==> config.mk <==
export PLATFORM = sky130hd
export DESIGN_NAME = mem_wb_stage
export DESIGN_NICKNAME = d
export VERILOG_FILES = /design/src/rtl/pipeline_pkg.sv /design/src/rtl/mem_watchdog.sv /design/src/rtl/mem_wb_stage.sv
export SDC_FILE = /design/constraint.sdc
export NUM_CORES = 1
export LEC_CHECK = 0
export BUFFER_PORTS_ARGS = -buffer_cell sky130_fd_sc_hd__buf_2
export CAP_MARGIN = 20
export CORE_UTILIZATION = 36
export DETAILED_ROUTE_END_ITERATION = 6
export PLACE_DENSITY = 0.77
export SLEW_MARGIN = 20
export SYNTH_ARGS = -nofsm -noshare
export SYNTH_HDL_FRONTEND = slang
export SYNTH_HIERARCHICAL = 1
export SYNTH_SLANG_ARGS = --single-unit
==> constraint.sdc <==
create_clock -name clk -period 1.8 [get_ports clk]
set_input_delay 0.27 -clock clk [delete_from_list [all_inputs] [get_ports clk]]
set_output_delay 0.27 -clock clk [all_outputs]
set_load 0.1 [all_outputs]
==> src/rtl/pipeline_pkg.sv <==
// Shared pipeline definitions: data width default, MemtoReg encodings, MEM-stage FSM states.
package pipeline_pkg;

  localparam int unsigned DW_DEFAULT = 32;

  localparam logic [1:0] MTR_ALU = 2'b00;
  localparam logic [1:0] MTR_MEM = 2'b01;
  localparam logic [1:0] MTR_PC4 = 2'b10;

  typedef enum logic [1:0] {
    IDLE = 2'd0,
    WAIT = 2'd1,
    ERR  = 2'd2
  } mem_state_e;

endpackage

==> src/rtl/mem_watchdog.sv <==
// Wait-cycle counter for an outstanding data-memory access; flags when the limit is reached.
module mem_watchdog #(
  parameter int unsigned TIMEOUT = 16,
  parameter int unsigned CW      = $clog2(TIMEOUT + 1)
) (
  input  logic clk,
  input  logic reset,
  input  logic start,
  input  logic clear,
  input  logic run,
  output logic expired_c
);

  logic [CW-1:0] cnt;

  // Counter: clear wins, start loads one (first wait cycle), run increments.
  always_ff @(posedge clk) begin
    if (!reset) begin
      cnt <= '0;
    end else if (clear) begin
      cnt <= '0;
    end else if (start) begin
      cnt <= CW'(1);
    end else if (run) begin
      cnt <= cnt + CW'(1);
    end
  end

  assign expired_c = (cnt == CW'(TIMEOUT));

endmodule

==> src/rtl/mem_wb_stage.sv <==
// MEM pipeline stage: data-memory access over req/ack, upstream stall, watchdog and
// alignment fault detection, and the MEM/WB pipeline register.
module mem_wb_stage
  import pipeline_pkg::*;
#(
  parameter int unsigned DW      = DW_DEFAULT,
  parameter int unsigned TIMEOUT = 16,
  parameter int unsigned CW      = $clog2(TIMEOUT + 1)
) (
  input  logic          clk,
  input  logic          reset,
  input  logic          valid_i,
  input  logic [DW-1:0] alu_res_i,
  input  logic [DW-1:0] wr_data_i,
  input  logic          mem_rd_i,
  input  logic          mem_wr_i,
  input  logic [1:0]    memto_reg_i,
  input  logic          reg_wr_i,
  input  logic [4:0]    wr_reg_i,
  input  logic [DW-1:0] pc_plus4_i,
  output logic          dmem_req_o,
  output logic          dmem_we_o,
  output logic [DW-1:0] dmem_addr_o,
  output logic [DW-1:0] dmem_wdata_o,
  input  logic [DW-1:0] dmem_rdata_i,
  input  logic          dmem_ack_i,
  output logic          stall_o,
  output logic          err_o,
  output logic          valid_o,
  output logic [DW-1:0] wb_data_o,
  output logic [4:0]    wb_reg_o,
  output logic          reg_wr_o
);

  mem_state_e    state;
  logic          mem_op;
  logic          mis;
  logic          wd_start;
  logic          wd_clear;
  logic          wd_run;
  logic          wd_expired;
  logic [DW-1:0] wb_sel;

  assign mem_op = valid_i & (mem_rd_i | mem_wr_i);
  assign mis    = mem_op & (alu_res_i[1:0] != 2'b00);

  assign dmem_req_o   = mem_op & ~mis & (state != ERR);
  assign dmem_we_o    = mem_wr_i;
  assign dmem_addr_o  = alu_res_i;
  assign dmem_wdata_o = wr_data_i;
  assign stall_o      = (state == ERR) | mis | (dmem_req_o & ~dmem_ack_i);
  assign err_o        = (state == ERR);

  // Access FSM: ERR is absorbing until reset; a same-cycle ack never enters WAIT.
  always_ff @(posedge clk) begin
    if (!reset) begin
      state <= IDLE;
    end else begin
      case (state)
        IDLE: begin
          if (mis) begin
            state <= ERR;
          end else if (dmem_req_o && !dmem_ack_i) begin
            state <= WAIT;
          end
        end
        WAIT: begin
          if (dmem_ack_i) begin
            state <= IDLE;
          end else if (wd_expired) begin
            state <= ERR;
          end
        end
        ERR:     state <= ERR;
        default: state <= IDLE;
      endcase
    end
  end

  // Watchdog controls derived from the current state and handshake.
  always_comb begin
    wd_start = 1'b0;
    wd_clear = 1'b0;
    wd_run   = 1'b0;
    case (state)
      IDLE: wd_start = ~mis & dmem_req_o & ~dmem_ack_i;
      WAIT: begin
        wd_clear = dmem_ack_i;
        wd_run   = ~dmem_ack_i & ~wd_expired;
      end
      default: ;
    endcase
  end

  mem_watchdog #(
    .TIMEOUT (TIMEOUT),
    .CW      (CW)
  ) u_watchdog (
    .clk       (clk),
    .reset     (reset),
    .start     (wd_start),
    .clear     (wd_clear),
    .run       (wd_run),
    .expired_c (wd_expired)
  );

  // Write-back source select; MemtoReg 11 falls back to the ALU result.
  always_comb begin
    case (memto_reg_i)
      MTR_MEM: wb_sel = dmem_rdata_i;
      MTR_PC4: wb_sel = pc_plus4_i;
      default: wb_sel = alu_res_i;
    endcase
  end

  // MEM/WB register: a stall inserts a bubble and holds data/register fields.
  always_ff @(posedge clk) begin
    if (!reset) begin
      valid_o   <= 1'b0;
      reg_wr_o  <= 1'b0;
      wb_data_o <= '0;
      wb_reg_o  <= '0;
    end else if (stall_o) begin
      valid_o  <= 1'b0;
      reg_wr_o <= 1'b0;
    end else begin
      valid_o   <= valid_i;
      reg_wr_o  <= valid_i & reg_wr_i;
      wb_reg_o  <= wr_reg_i;
      wb_data_o <= wb_sel;
    end
  end

endmodule

Yosys cells after proc, flatten, opt, wreduce, memory -nomap -nowiden
Index checks and enable logic that the tools add are counted.
{ "classes": {"n_addsub": 1, "eq_ne": 8, "n_mux": 11, "n_bitwise": 16, "n_reduce_logical": 9} }
{ "ops": {"columns": ["cell", "count"], "rows": [
  ["32-bit one-hot mux with 2 select lines", 1],
  ["1-bit bitwise AND", 9],
  ["2-bit two-way mux", 4],
  ["3-bit != test, second input constant", 2],
  ["2-bit one-hot mux with 3 select lines", 1],
  ["5-bit by 1-bit adder with 5-bit output, second input constant", 1],
  ["5-bit == test, second input constant", 1],
  ["1-bit two-way mux", 5],
  ["2-bit by 1-bit == test with 1-bit output, second input constant", 2],
  ["2-bit == test, second input constant", 2],
  ["1-bit inverter", 4],
  ["2-bit nonzero test", 2],
  ["2-bit OR reduction", 2],
  ["1-bit OR", 3],
  ["3-bit OR reduction", 1],
  ["2-bit logical NOT", 1],
  ["2-bit != test, second input constant", 1],
  ["2-bit AND reduction", 1],
  ["1-bit logical AND", 1],
  ["1-bit logical NOT", 1]
]} }
{ "word_totals": {"ff_bits": 46, "inputBits": 142, "out_inout_bits": 107, "elab_cells": 52} }

Longest topological paths before layout
{ "logic_depth": {"depth_word": 10, "ltp_mapped": 7, "ltp_nobuf": 6} }

Modules after synthesis
The synthesis kept the hierarchy.
{ "by_module_without_submodules": {"columns": ["mod", "instances", "cells_per_inst", "area_per_inst_um2"], "rows": [
  ["mem_wb_stage", 1, 331, 2894.0],
  ["mem_watchdog", 1, 28, 292.8]
]} }

Worst setup path before layout
No wires, ideal clock.
{ "synth_timing": {"path_kind": "register to output", "start": "register state[0]", "end": "output dmem_req_o", "arrival_ns": 3.479, "slack_ns": -1.949, "stages_incl_launch_ff": 3, "cell_sequence": "dfxtp_1 -> nor2b_4 -> nor4_1"} }
{ "synth_via": {"elab_chain_len": 2} }
{ "synth_lines": {"columns": ["item", "line_no", "rtl"], "rows": [
  ["start, declared", "mem_wb_stage.sv:35", "mem_state_e state;"],
  ["start signal, assigned", "mem_wb_stage.sv:57", "state <= IDLE;"],
  ["start signal, assigned", "mem_wb_stage.sv:62", "state <= ERR;"],
  ["start signal, assigned", "mem_wb_stage.sv:64", "state <= WAIT;"],
  ["2-bit != test", "mem_wb_stage.sv:47", "assign dmem_req_o = mem_op & ~mis & (state != ERR);"],
  ["1-bit bitwise AND", "mem_wb_stage.sv:47", null],
  ["end, declared", "mem_wb_stage.sv:21", "output logic dmem_req_o,"]
]} }
No other way between the ends.

Worst setup path after layout
{ "layout_timing": {"start": "register u_watchdog.cnt[1]", "end": "register u_watchdog.cnt[3]"} }
{ "layout_via": {"elab_chain_len": 4} }
{ "layout_lines": {"columns": ["item", "line_no", "rtl"], "rows": [
  ["start, declared", "mem_watchdog.sv:14", "logic [CW-1:0] cnt;"],
  ["start signal, assigned", "mem_watchdog.sv:25", "cnt <= cnt + CW'(1);"],
  ["5-bit == test", "mem_watchdog.sv:29", "assign expired_c = (cnt == CW'(TIMEOUT));"],
  ["via wd_expired", "mem_wb_stage.sv:41", "logic wd_expired;"],
  ["1-bit inverter", "mem_wb_stage.sv:89", "wd_run = ~dmem_ack_i & ~wd_expired;"],
  ["1-bit bitwise AND", "mem_wb_stage.sv:89", null],
  ["1-bit two-way mux", "mem_wb_stage.sv:85", "case (state)"],
  ["via wd_run", "mem_wb_stage.sv:40", "logic wd_run;"]
]} }
The timed path passes the listed nets, and every way through them passes these cells.
A chain may end at the register's enable or synchronous reset.

==> metrics.yaml <==
final.period_utilization_pct: 95.6
nets: 617
netlist_instances: 359
cp_slowest_cell: "nor4bb_2"
startpoint: "u_watchdog/cnt[1]"
cts.hold.buffers_added: 0
design_area_sq_um: 3870
tns_ns: 0
syn_area_sq_um: 3190
synth-simple-area-share_pct: 21.8
synth_compound_area_share_pct: 12.7
fin_skew_ns: 0.00542
grt_use_met2_pct: 30.6
met3_usage_pct: 2.92
power.total_uw: 3690
drc: 0
relSlewSlack_pct: 57.2
synth_edf_count: 0
clock_path_buffers: 2
start_util_pct: 38.0
die-area_sq_um: 9230
routedWlPerCell_um: 14.0
cap_violations: 0
hp-class: "input pin to flop"
critical_path_arrival_ns: 1.90
ant_nets: 0
diodes: 0
grt.total_usage_pct: 16.5
powerDensity_nw_per_um2: 954
max_stage_delay_ns: 0.39
crit_path_max_fanout: 7
h-tree-depth: 2
worstSetupPathType: "flop to flop"
async_flop_share_pct: 0
outcome: "complete, no violations"
drt-initial-drc-count: 72
grt-ovfl-total: 0
core_area_sq_um: 8380
io_pins: 249
clock-sinks: 46
grt_pass1_vias: 2596
ys_warn_count: 6
timing.rr.start: "u_watchdog/cnt[1]"
ys_seq_area_share_pct: 28.9
drive_gt1_share_pct: 47.1
tightestPinTransition_ns: 0.641
hpwlAfterDp_um: 6150
max_freq_mhz: 581
globalplace.congestion: 0.851
avgSynthCellArea_sq_um: 8.88
holdCritStartpoint: "reg_wr_i"
cts-buffers-inserted: 5
cts_root_buf: "clkbuf_8"
clk_latency_ns: 0.28
ir_worst_vdd_mv: 0.347
path_cells: "inv_1 > ha_1 > nor4bb_2 > nor4b_2 > buf_4 > nand4_1 > mux2_2"
antenna_found_initial: 0
synthesis.nets: 505
grt.busiest_layer: "met2"
synthDistinctLibCells: 39
synthAdderAreaFrac_pct: 1.57
wl_um: 8070
synth-seq-cells: 46
setup_violations: 0
viasPerCell: 5.04
cts_tree: "done"
place_area_sq_um: 3690
end_kind: "flop"
grt_use_met1_pct: 18.9
crit_family: "simple AND/OR/NAND/NOR gates"
critical_path_buf_inv_count: 2
num_vias: 2903
fin_cells: 576
critPathLaunchType: "flop"
synth_top_family_by_area: "buffers and inverters"
drt_pass1_iterations: 4
clk_pin_slew_ns: 0.08
crit_required_ns: 1.98
io_buffers: 184
area.growth.synth_to_final_pct: 21.4
floorplan.rows: 33
total_leakage_power_uw: 0.00196
dp.cells: 565
yosys-mux-area-fraction_pct: 12.6
hold_viol_final: 0
min_period_ns: 1.72
die-width_um: 96.1
ys.flop_type: "dfxtp_1"
grt_pass1_wl_um: 12000
maxSlewViolCount: 0
synth-xor-area-share_pct: 0.275
grt_start_max_net_pins: 55
fin_hold_ws_ns: 0.217
die_y_um: 96.1
## logic make-up after synthesis
| kind of cell | Yosys count |
|---|---|
| buffers and inverters | 100 |
| flip-flops | 46 |
| XOR/XNOR | 1 |
| adder cells (fa/ha/maj) | 4 |
| AO/OA/AOI/OAI | 40 |
| AND/OR/NAND/NOR | 128 |
| multiplexers | 40 |
## cell usage after synthesis, types with 2 or more instances
master | instances | area, sq um
inv_1 | 7 | 26.3
nor4bb_1 | 2 | 20.0
buf_12 | 4 | 80.1
clkbuf_1 | 18 | 67.6
buf_2 | 3 | 15.0
mux2i_1 | 38 | 380
nand4_1 | 2 | 12.5
nor2_1 | 4 | 15.0
nand2b_1 | 32 | 200
nor4b_1 | 3 | 26.3
dfxtp_1 | 46 | 921
a221o_1 | 32 | 320
nand2_1 | 43 | 161
nand3_1 | 32 | 160
ha_1 | 4 | 50.1
buf_4 | 66 | 495
## area by class of cell
cell class	instances	area, sq um
well taps	105	131
fillers	859	4510
clock buffers	6	82.6
flip-flops and latches	46	926
repair inverters	1	11.3
repair buffers	196	1040
clock inverters	1	30.0
inverters	8	56.3
multi-input cells	213	1590
## state kept, by name, indices dropped and copies added (netlist names)
name            cells
valid_o             1
u_watchdog/cnt      5
wb_data_o          32
state               2
reg_wr_o            1
wb_reg_o            5
## stage by stage
stage	worst slack (ns)	utilization (%)
final	0.0794	46.2
after global placement	0.129	44.0
after global routing	-0.0274	46.2
after CTS	0.0316	45.5
after detailed placement	0.0719	44.0
after floorplan	-0.117	-
## power by group
group          internal (uW)  switching (uW)
clock                    444             328
sequential              1110            46.4
combinational            409            1350
## routing by layer
layer	wire length [um]	vias to the layer above
met5	0	-
met4	42	0
met3	494	2
met2	4250	121
met1	3290	1367
li1	-	1413
## cell usage in the layout, fill, tap and decap left out, types with 2 or more instances in the layout
| master | n |
|---|---|
| dfxtp_1 | 42 |
| nand2b_1 | 32 |
| dfxtp_2 | 4 |
| ha_1 | 3 |
| nand3_1 | 32 |
| nor4b_1 | 2 |
| a221o_1 | 32 |
| nor2_1 | 4 |
| nand4_1 | 2 |
| nand2_1 | 43 |
| buf_2 | 182 |
| mux2i_1 | 38 |
| buf_12 | 2 |
| inv_1 | 7 |
| buf_4 | 11 |
| clkbuf_8 | 6 |
## tightest hold or removal path, cell delays in order
cell    delay [ns]
buf_2         0.10
inv_1         0.06
nor3_2        0.04
## worst paths after layout
kind,to,cells after the start,slack (ns)
hold / removal,reg_wr_o,3,0.22
hold reg to reg,wb_reg_o[1],2,0.46
setup / recovery,u_watchdog/cnt[3],7,0.08
setup reg to reg,u_watchdog/cnt[3],7,0.08
## repair_timing
item / CTS / global route
pin swaps: 0 / 1
endpoints found under the setup margin: 1 / 4
cloned: 0 / 1
gates resized for setup: 1 / 7
setup buffers: 1 / 2
Power figures use the tool's default switching activity.
